==> src/rtl/adaptive_thresh_reader.sv <==
`default_nettype none
// adaptive_thresh_reader: raster-scans the frame SRAM and streams a row-wise moving-average
// binarisation of every pixel through a small credit-controlled output FIFO.
module adaptive_thresh_reader #(
    parameter int IMG_W      = 320,
    parameter int IMG_H      = 240,
    parameter int A_WIDTH    = 17,
    parameter int D_WIDTH    = 8,
    parameter int LOG2_WIN   = 3,
    parameter int OFFSET     = 4,
    parameter int FIFO_DEPTH = 4
) (
    input  logic               i_clk,
    input  logic               i_rst_n,
    input  logic               i_start,
    output logic               o_busy,
    output logic               o_done,
    output logic               o_sram_en,
    output logic               o_sram_rw,
    output logic [A_WIDTH-1:0] o_sram_addr,
    input  logic [D_WIDTH-1:0] i_sram_rd_data,
    output logic               o_out_valid,
    input  logic               i_out_ready,
    output logic               o_out_bin,
    output logic [D_WIDTH-1:0] o_out_pix,
    output logic [8:0]         o_out_x,
    output logic [7:0]         o_out_y,
    output logic               o_out_last
);
    localparam int c_WIN = 1 << LOG2_WIN;
    localparam int c_SW  = D_WIDTH + LOG2_WIN;
    localparam int c_CW  = c_SW + 1;
    localparam int c_PW  = (FIFO_DEPTH > 1) ? $clog2(FIFO_DEPTH) : 1;
    localparam int c_NW  = $clog2(FIFO_DEPTH + 1);
    localparam int c_NW1 = c_NW + 1;
    localparam logic [A_WIDTH-1:0] c_LAST_ADDR = A_WIDTH'(IMG_W * IMG_H - 1);
    localparam logic [c_NW:0]      c_LIMIT     = c_NW1'(FIFO_DEPTH - 1);

    typedef enum logic [1:0] {
        S_IDLE  = 2'd0,
        S_RUN   = 2'd1,
        S_DRAIN = 2'd2,
        S_DONE  = 2'd3
    } state_t;

    typedef struct packed {
        logic               bin;
        logic [D_WIDTH-1:0] pix;
        logic [8:0]         x;
        logic [7:0]         y;
        logic               last;
    } entry_t;

    state_t             r_state, w_state_next;
    logic [A_WIDTH-1:0] r_addr;
    logic [8:0]         r_x, r_rd_x;
    logic [7:0]         r_y, r_rd_y;
    logic               r_inflight, r_rd_last;
    logic [D_WIDTH-1:0] r_hist [c_WIN];
    logic [c_SW-1:0]    r_sum;
    entry_t             r_mem [FIFO_DEPTH];
    logic [c_PW-1:0]    r_wr_ptr, r_rd_ptr;
    logic [c_NW-1:0]    r_count;

    logic               w_sram_en, w_valid, w_push, w_pop, w_bin;
    logic [c_NW:0]      w_credit;
    logic [D_WIDTH-1:0] w_pix, w_oldest;
    logic [c_SW-1:0]    w_sum_next;
    logic [c_CW-1:0]    w_lhs;
    entry_t             w_head;

    function automatic logic [c_PW-1:0] f_next_ptr(input logic [c_PW-1:0] p);
        return (p == c_PW'(FIFO_DEPTH - 1)) ? '0 : p + c_PW'(1);
    endfunction

    // Reads in flight count against FIFO space so data arriving a cycle later always fits.
    assign w_credit  = {1'b0, r_count} + {{c_NW{1'b0}}, r_inflight};
    assign w_sram_en = (r_state == S_RUN) && (w_credit < c_LIMIT);
    assign w_valid   = (r_count != '0);
    assign w_push    = r_inflight;
    assign w_pop     = w_valid & i_out_ready;
    assign w_head    = r_mem[r_rd_ptr];

    always_comb begin
        w_state_next = r_state;
        case (r_state)
            S_IDLE:  if (i_start) w_state_next = S_RUN;
            S_RUN:   if (w_sram_en && (r_addr == c_LAST_ADDR)) w_state_next = S_DRAIN;
            S_DRAIN: if (w_pop && w_head.last) w_state_next = S_DONE;
            S_DONE:  w_state_next = S_IDLE;
            default: w_state_next = S_IDLE;
        endcase
    end

    always_ff @(posedge i_clk or negedge i_rst_n) begin
        if (!i_rst_n) begin
            r_state <= S_IDLE;
        end else begin
            r_state <= w_state_next;
        end
    end

    always_ff @(posedge i_clk or negedge i_rst_n) begin
        if (!i_rst_n) begin
            r_addr     <= '0;
            r_x        <= '0;
            r_y        <= '0;
            r_inflight <= 1'b0;
            r_rd_x     <= '0;
            r_rd_y     <= '0;
            r_rd_last  <= 1'b0;
        end else begin
            r_inflight <= w_sram_en;
            if ((r_state == S_IDLE) && i_start) begin
                r_addr <= '0;
                r_x    <= '0;
                r_y    <= '0;
            end else if (w_sram_en) begin
                r_rd_x    <= r_x;
                r_rd_y    <= r_y;
                r_rd_last <= (r_addr == c_LAST_ADDR);
                r_addr    <= r_addr + A_WIDTH'(1);
                if (r_x == 9'(IMG_W - 1)) begin
                    r_x <= '0;
                    r_y <= r_y + 8'd1;
                end else begin
                    r_x <= r_x + 9'd1;
                end
            end
        end
    end

    // At x==0 the history is prefilled with the new pixel so the window never spans rows.
    assign w_pix      = i_sram_rd_data;
    assign w_oldest   = r_hist[c_WIN-1];
    assign w_sum_next = (r_rd_x == '0) ? (c_SW'(w_pix) << LOG2_WIN)
                                       : (r_sum + c_SW'(w_pix) - c_SW'(w_oldest));
    assign w_lhs      = (c_CW'(w_pix) + c_CW'(OFFSET)) << LOG2_WIN;
    assign w_bin      = (w_lhs > c_CW'(w_sum_next));

    always_ff @(posedge i_clk or negedge i_rst_n) begin
        if (!i_rst_n) begin
            r_sum <= '0;
            for (int i = 0; i < c_WIN; i++) r_hist[i] <= '0;
        end else if (r_inflight) begin
            r_sum     <= w_sum_next;
            r_hist[0] <= w_pix;
            for (int i = 1; i < c_WIN; i++) r_hist[i] <= (r_rd_x == '0) ? w_pix : r_hist[i-1];
        end
    end

    always_ff @(posedge i_clk) begin
        if (w_push) r_mem[r_wr_ptr] <= '{bin: w_bin, pix: w_pix, x: r_rd_x, y: r_rd_y, last: r_rd_last};
    end

    always_ff @(posedge i_clk or negedge i_rst_n) begin
        if (!i_rst_n) begin
            r_wr_ptr <= '0;
            r_rd_ptr <= '0;
            r_count  <= '0;
        end else begin
            if (w_push) r_wr_ptr <= f_next_ptr(r_wr_ptr);
            if (w_pop)  r_rd_ptr <= f_next_ptr(r_rd_ptr);
            case ({w_push, w_pop})
                2'b10:   r_count <= r_count + c_NW'(1);
                2'b01:   r_count <= r_count - c_NW'(1);
                default: r_count <= r_count;
            endcase
        end
    end

    assign o_busy      = (r_state == S_RUN) || (r_state == S_DRAIN);
    assign o_done      = (r_state == S_DONE);
    assign o_sram_en   = w_sram_en;
    assign o_sram_rw   = 1'b0;
    assign o_sram_addr = r_addr;
    assign o_out_valid = w_valid;
    assign o_out_bin   = w_valid & w_head.bin;
    assign o_out_pix   = w_valid ? w_head.pix : '0;
    assign o_out_x     = w_valid ? w_head.x : '0;
    assign o_out_y     = w_valid ? w_head.y : '0;
    assign o_out_last  = w_valid & w_head.last;
endmodule
`default_nettype wire
==> config.mk <==
export PLATFORM = sky130hd
export DESIGN_NAME = adaptive_thresh_reader
export DESIGN_NICKNAME = d
export VERILOG_FILES = /design/src/rtl/adaptive_thresh_reader.sv
export SDC_FILE = /design/constraint.sdc
export NUM_CORES = 1
export LEC_CHECK = 0
export CORE_UTILIZATION = 40
export DETAILED_ROUTE_END_ITERATION = 10
export PLACE_DENSITY = 0.57
export SLEW_MARGIN = 20
export SYNTH_ARGS = -nofsm -noshare
export SYNTH_HDL_FRONTEND = slang
export SYNTH_SLANG_ARGS = --single-unit
==> constraint.sdc <==
create_clock -name i_clk -period 10.95 [get_ports i_clk]
set_clock_uncertainty 0.05 [all_clocks]
set_input_delay 1.6425 -clock i_clk [delete_from_list [all_inputs] [get_ports i_clk]]
set_output_delay 1.6425 -clock i_clk [all_outputs]
set_load 0.02 [all_outputs]
==> impl_results.html <==
<table>
<tr><th>Metric</th><th>Value</th></tr>
<tr><th colspan="2">Run status</th></tr>
<tr><td>Run status</td><td>finished clean</td></tr>
<tr><th colspan="2">Synth</th></tr>
<tr><td>Most frequently used cell type in the post-synthesis netlist</td><td>sky130_fd_sc_hd__a21oi_1</td></tr>
<tr><td>FFs w/ async S/R, synth</td><td>between 50% and 60%</td></tr>
<tr><td>Cell types with the highest counts after synthesis</td><td>sky130_fd_sc_hd__a21oi_1, sky130_fd_sc_hd__dfrtp_1, sky130_fd_sc_hd__edfxtp_1</td></tr>
<tr><td>Post-Synthesis Cells</td><td>between 900 and 1000</td></tr>
<tr><td>Mapped Area</td><td>between 0.01 and 0.015 sq mm</td></tr>
<tr><td>Mean post-synth cell area</td><td>12.3 sq um</td></tr>
<tr><td>Number of storage elements in the synthesis netlist</td><td>between 200 and 250</td></tr>
<tr><td>Ranking of synthesized cells by area</td><td>sky130_fd_sc_hd__dfrtp_1, sky130_fd_sc_hd__edfxtp_1, sky130_fd_sc_hd__a21oi_1</td></tr>
<tr><td>Syn_nets</td><td>roughly 980</td></tr>
<tr><td>Number of synthesized flops with an enable pin</td><td>108</td></tr>
<tr><td>Synth Flop Type</td><td>sky130_fd_sc_hd__dfrtp_1</td></tr>
<tr><td>Synth unique cells</td><td>60</td></tr>
<tr><td>Sequential cell area fraction in the yosys report</td><td>about three fifths</td></tr>
<tr><td>Proportion of netlist area held by the largest area contributor</td><td>just over 30%</td></tr>
<tr><td>Cell type with the largest total area after synthesis</td><td>sky130_fd_sc_hd__dfrtp_1</td></tr>
<tr><td>Yosys synthesis warning count</td><td>0</td></tr>
<tr><th colspan="2">Finish</th></tr>
<tr><td>Multi-input gate area</td><td>about 0.0043 sq mm</td></tr>
<tr><td>Number of fill cells</td><td>~2500</td></tr>
<tr><td>Sequential cell area</td><td>0.00668 sq mm</td></tr>
<tr><td>Area Growth Syn to Fin</td><td>15.5%</td></tr>
<tr><td>Total number of nets in the final design</td><td>roughly 1000</td></tr>
<tr><td>Share of post-route cells with drive strength above 1</td><td>12.0%</td></tr>
<tr><th colspan="2">Clock network</th></tr>
<tr><td>CTS Root Buffer Type</td><td>sky130_fd_sc_hd__clkbuf_16</td></tr>
<tr><td>TritonCTS clock tree</td><td>yes</td></tr>
<tr><td>Post CTS Setup Buffer Count</td><td>0</td></tr>
<tr><td>Total of cells resized after clock tree synthesis</td><td>0</td></tr>
<tr><td>H-tree level count</td><td>1</td></tr>
<tr><td>Clock latency reported for the late side of the worst-skew pair</td><td>0.53 ns</td></tr>
<tr><td>Total number of clock tree sinks</td><td>roughly 250</td></tr>
<tr><td>Buffer levels on the longest clock path</td><td>3</td></tr>
<tr><td>Post-CTS Hold Fix Bufs</td><td>0</td></tr>
<tr><td>Clock buffers created by TritonCTS</td><td>26</td></tr>
<tr><td>Reg clk slew, reported paths</td><td>0.06 ns</td></tr>
<tr><th colspan="2">Placed design</th></tr>
<tr><td>Worst setup slack after placement</td><td>4.86 ns</td></tr>
<tr><td>Post-detailed-placement half-perimeter wirelength</td><td>~14000 um</td></tr>
<tr><td>Total of buffers placed on input and output ports</td><td>between 50 and 60</td></tr>
<tr><td>Routability cong.</td><td>a little over 0.8</td></tr>
<tr><th colspan="2">Critical path</th></tr>
<tr><td>Arrival time of the worst setup path</td><td>5.80 ns</td></tr>
<tr><td>Element type at the critical path end</td><td>register</td></tr>
<tr><td>R2R Path End</td><td>r_mem[1][26]</td></tr>
<tr><td>Critical-path maximum fanout</td><td>9</td></tr>
<tr><td>Type of element launching the critical path</td><td>input pin</td></tr>
<tr><td>Critical path class</td><td>in2reg</td></tr>
<tr><td>Beginning of the worst register-to-register path</td><td>r_rd_x[4]</td></tr>
<tr><td>Path depth of the worst reg2reg path</td><td>12</td></tr>
<tr><td>Minimum setup slack among reg-to-reg paths</td><td>roughly 6.7 ns</td></tr>
<tr><td>WP data required</td><td>around 11 ns</td></tr>
<tr><th colspan="2">Timing</th></tr>
<tr><td>Final worst path period need</td><td>between 5 and 6 ns</td></tr>
<tr><td>Total of endpoints with negative setup slack in the final report</td><td>0</td></tr>
<tr><td>Max-slew violations</td><td>0</td></tr>
<tr><td>Worst slew slack as a fraction of its limit</td><td>a little under a third</td></tr>
<tr><td>Fmax</td><td>around 0.18 GHz</td></tr>
<tr><td>Sum Neg Setup Slack</td><td>0 ns</td></tr>
<tr><td>Least-Margin Pin Slew</td><td>about 1.0 ns</td></tr>
<tr><td>Number of hold violations in the final report</td><td>0</td></tr>
<tr><td>Final critical-path share of the clock period</td><td>51.3%</td></tr>
<tr><td>Setup repair after global routing missed its margin</td><td>no</td></tr>
<tr><td>Worst Setup Slack, final</td><td>between 5 and 6 ns</td></tr>
<tr><th colspan="2">Routing</th></tr>
<tr><td>Routed Wire Length</td><td>22100 um</td></tr>
<tr><td>Wire length per cell</td><td>16.1 um</td></tr>
<tr><td>Detail Route Antenna Nets</td><td>0</td></tr>
<tr><td>Via density per instance</td><td>just over 5</td></tr>
<tr><td>Via count</td><td>roughly 7000</td></tr>
<tr><td>Remaining design rule violation count</td><td>0</td></tr>
<tr><td>Pre-antenna DRT Iters</td><td>5</td></tr>
<tr><td>Starting DRC count in detailed routing</td><td>approximately 470</td></tr>
<tr><th colspan="2">Die</th></tr>
<tr><td>Horizontal die dimension</td><td>approximately 170 um</td></tr>
<tr><td>Initial Utilization</td><td>between 40% and 50%</td></tr>
<tr><td>Die height</td><td>170 um</td></tr>
<tr><td>Num ports</td><td>61</td></tr>
<tr><td>Total Die Area</td><td>slightly below 0.03 sq mm</td></tr>
<tr><td>Standard-cell rows</td><td>slightly above 60</td></tr>
<tr><td>Core box area</td><td>between 0.02 and 0.03 sq mm</td></tr>
<tr><th colspan="2">GRT</th></tr>
<tr><td>Antenna violations before repair</td><td>1</td></tr>
<tr><td>Total routing resource utilization after global routing</td><td>15.8%</td></tr>
<tr><td>Gr ovfl total</td><td>0</td></tr>
<tr><td>Vias in the first global route</td><td>6632</td></tr>
<tr><td>Largest net degree at the start of global routing</td><td>roughly 110</td></tr>
<tr><td>First-pass GRT wire length</td><td>between 30000 and 40000 um</td></tr>
<tr><th colspan="2">Pwr</th></tr>
<tr><td>Ratio of total power to cell area</td><td>roughly 310 mW/mm^2</td></tr>
<tr><td>Max VDD drop</td><td>roughly 0.00014 V</td></tr>
<tr><td>Leakage</td><td>between 0.005 and 0.006 uW</td></tr>
<tr><th colspan="2">Job</th></tr>
<tr><td>Max_cap viols</td><td>0</td></tr>
<tr><th colspan="2">Worst hold path</th></tr>
<tr><td>Origin of the worst min-delay path</td><td>r_count[2]</td></tr>
<tr><td>Type of the tightest min-delay check</td><td>reg2reg</td></tr>
<tr><td>Hold Path End</td><td>r_count[2]</td></tr>
<tr><td>Worst hold stages</td><td>1</td></tr>
</table>
## kinds of logic (layout without fill, tap and decap cells)
family / Yosys count / in the layout / synth area share (%)
AOI/OAI and AO/OA: 192 / 192 / 9.41
xor gates and xnor gates: 35 / 35 / 2.72
adders and majority gates: 45 / 45 / 5.59
buffers and inverters: 93 / 163 / 3.31
DFF: 245 / 245 / 59.1
muxes: 61 / 61 / 8.76
other: 1 / 2 / 0.0332
and+or+nand+nor: 249 / 249 / 11.1
## through the flow
step	hold WS (ns)	std cells	utilization, %	power, uW	instance area [sq um]
2_1_floorplan	0.420	921	-	2770	11300
3_3_place_gp	0.444	1320	44.0	3290	12200
3_5_place_dp	0.452	1320	44.0	3300	12200
4_1_cts	0.464	1368	46.9	4150	13000
5_1_grt	0.489	1369	46.9	4430	13000
6_report	0.458	1370	46.9	4100	13000
## power by group
group | internal (uW) | switching [uW]
clock | 468 | 354
combinational | 817 | 1040
sequential | 1230 | 194
## critical path: stages
cell                              delay, ns
sky130_fd_sc_hd__clkdlybuf4s50_1       0.67
sky130_fd_sc_hd__inv_1                 0.17
sky130_fd_sc_hd__fa_1                  0.56
sky130_fd_sc_hd__inv_1                 0.04
sky130_fd_sc_hd__ha_1                  0.33
sky130_fd_sc_hd__nor2b_1               0.17
sky130_fd_sc_hd__o31ai_1               0.27
sky130_fd_sc_hd__nor2b_1               0.32
sky130_fd_sc_hd__o221ai_1              0.20
sky130_fd_sc_hd__o211a_1               0.26
sky130_fd_sc_hd__nor3_1                0.27
sky130_fd_sc_hd__ha_1                  0.22
sky130_fd_sc_hd__nand3_1               0.07
sky130_fd_sc_hd__a2111oi_0             0.39
sky130_fd_sc_hd__o32ai_1               0.21
## worst max-delay path by stage
| stage | startpoint | to | slack (ns) | depth (start not counted) |
|---|---|---|---|---|
| 3_3_place_gp | i_sram_rd_data[7] | r_mem[0][26] | 5.01 | 15 |
| 5_1_grt | i_sram_rd_data[2] | r_mem[1][26] | 5.01 | 15 |
| 4_1_cts | i_sram_rd_data[2] | r_mem[1][26] | 5.41 | 15 |
| 2_1_floorplan | i_sram_rd_data[7] | r_mem[0][26] | 5.95 | 14 |
| 6_report | i_sram_rd_data[2] | r_mem[1][26] | 5.33 | 15 |
| 3_5_place_dp | i_sram_rd_data[2] | r_mem[1][26] | 4.86 | 15 |
## state kept, by name (all words and copies together) (netlist names), 8 cells and up
register,count
o_sram_addr,17
r_hist,56
r_mem,108
r_rd_x,9
r_rd_y,8
r_sum,11
r_x,9
r_y,8
w_oldest,8
## placed cells by master (no fill, tap or decap), types with 22 or more instances in the layout
cell and instances:
sky130_fd_sc_hd__a21oi_1 140, sky130_fd_sc_hd__and2_1 30, sky130_fd_sc_hd__clkbuf_16 27, sky130_fd_sc_hd__clkdlybuf4s50_1 58
sky130_fd_sc_hd__dfrtp_1 135, sky130_fd_sc_hd__edfxtp_1 108, sky130_fd_sc_hd__ha_1 36, sky130_fd_sc_hd__inv_1 49
sky130_fd_sc_hd__mux2_2 28, sky130_fd_sc_hd__mux4_2 27, sky130_fd_sc_hd__nand2_1 27, sky130_fd_sc_hd__nor2_1 104
sky130_fd_sc_hd__o21ai_0 22
## metal layers
layer  global-route usage (%)  vias to the layer above  routed length [um]
li1                         -                     3402                   -
met1                     23.1                     3435               11000
met2                     24.2                      108                9930
met3                     2.51                       31                 760
met4                     4.15                        0                 403
met5                        0                        -                   0
## cell type report
type	count	share of cell area, %
Tap cell	378	3.63
Antenna cell	1	0.0192
Multi-Input combinational cell	583	32.6
Inverter	50	1.44
Clock inverter	13	0.643
Sequential cell	245	51.2
Timing Repair Buffer	65	4.91
Clock buffer	35	5.56
Power figures use the tool's default switching activity.
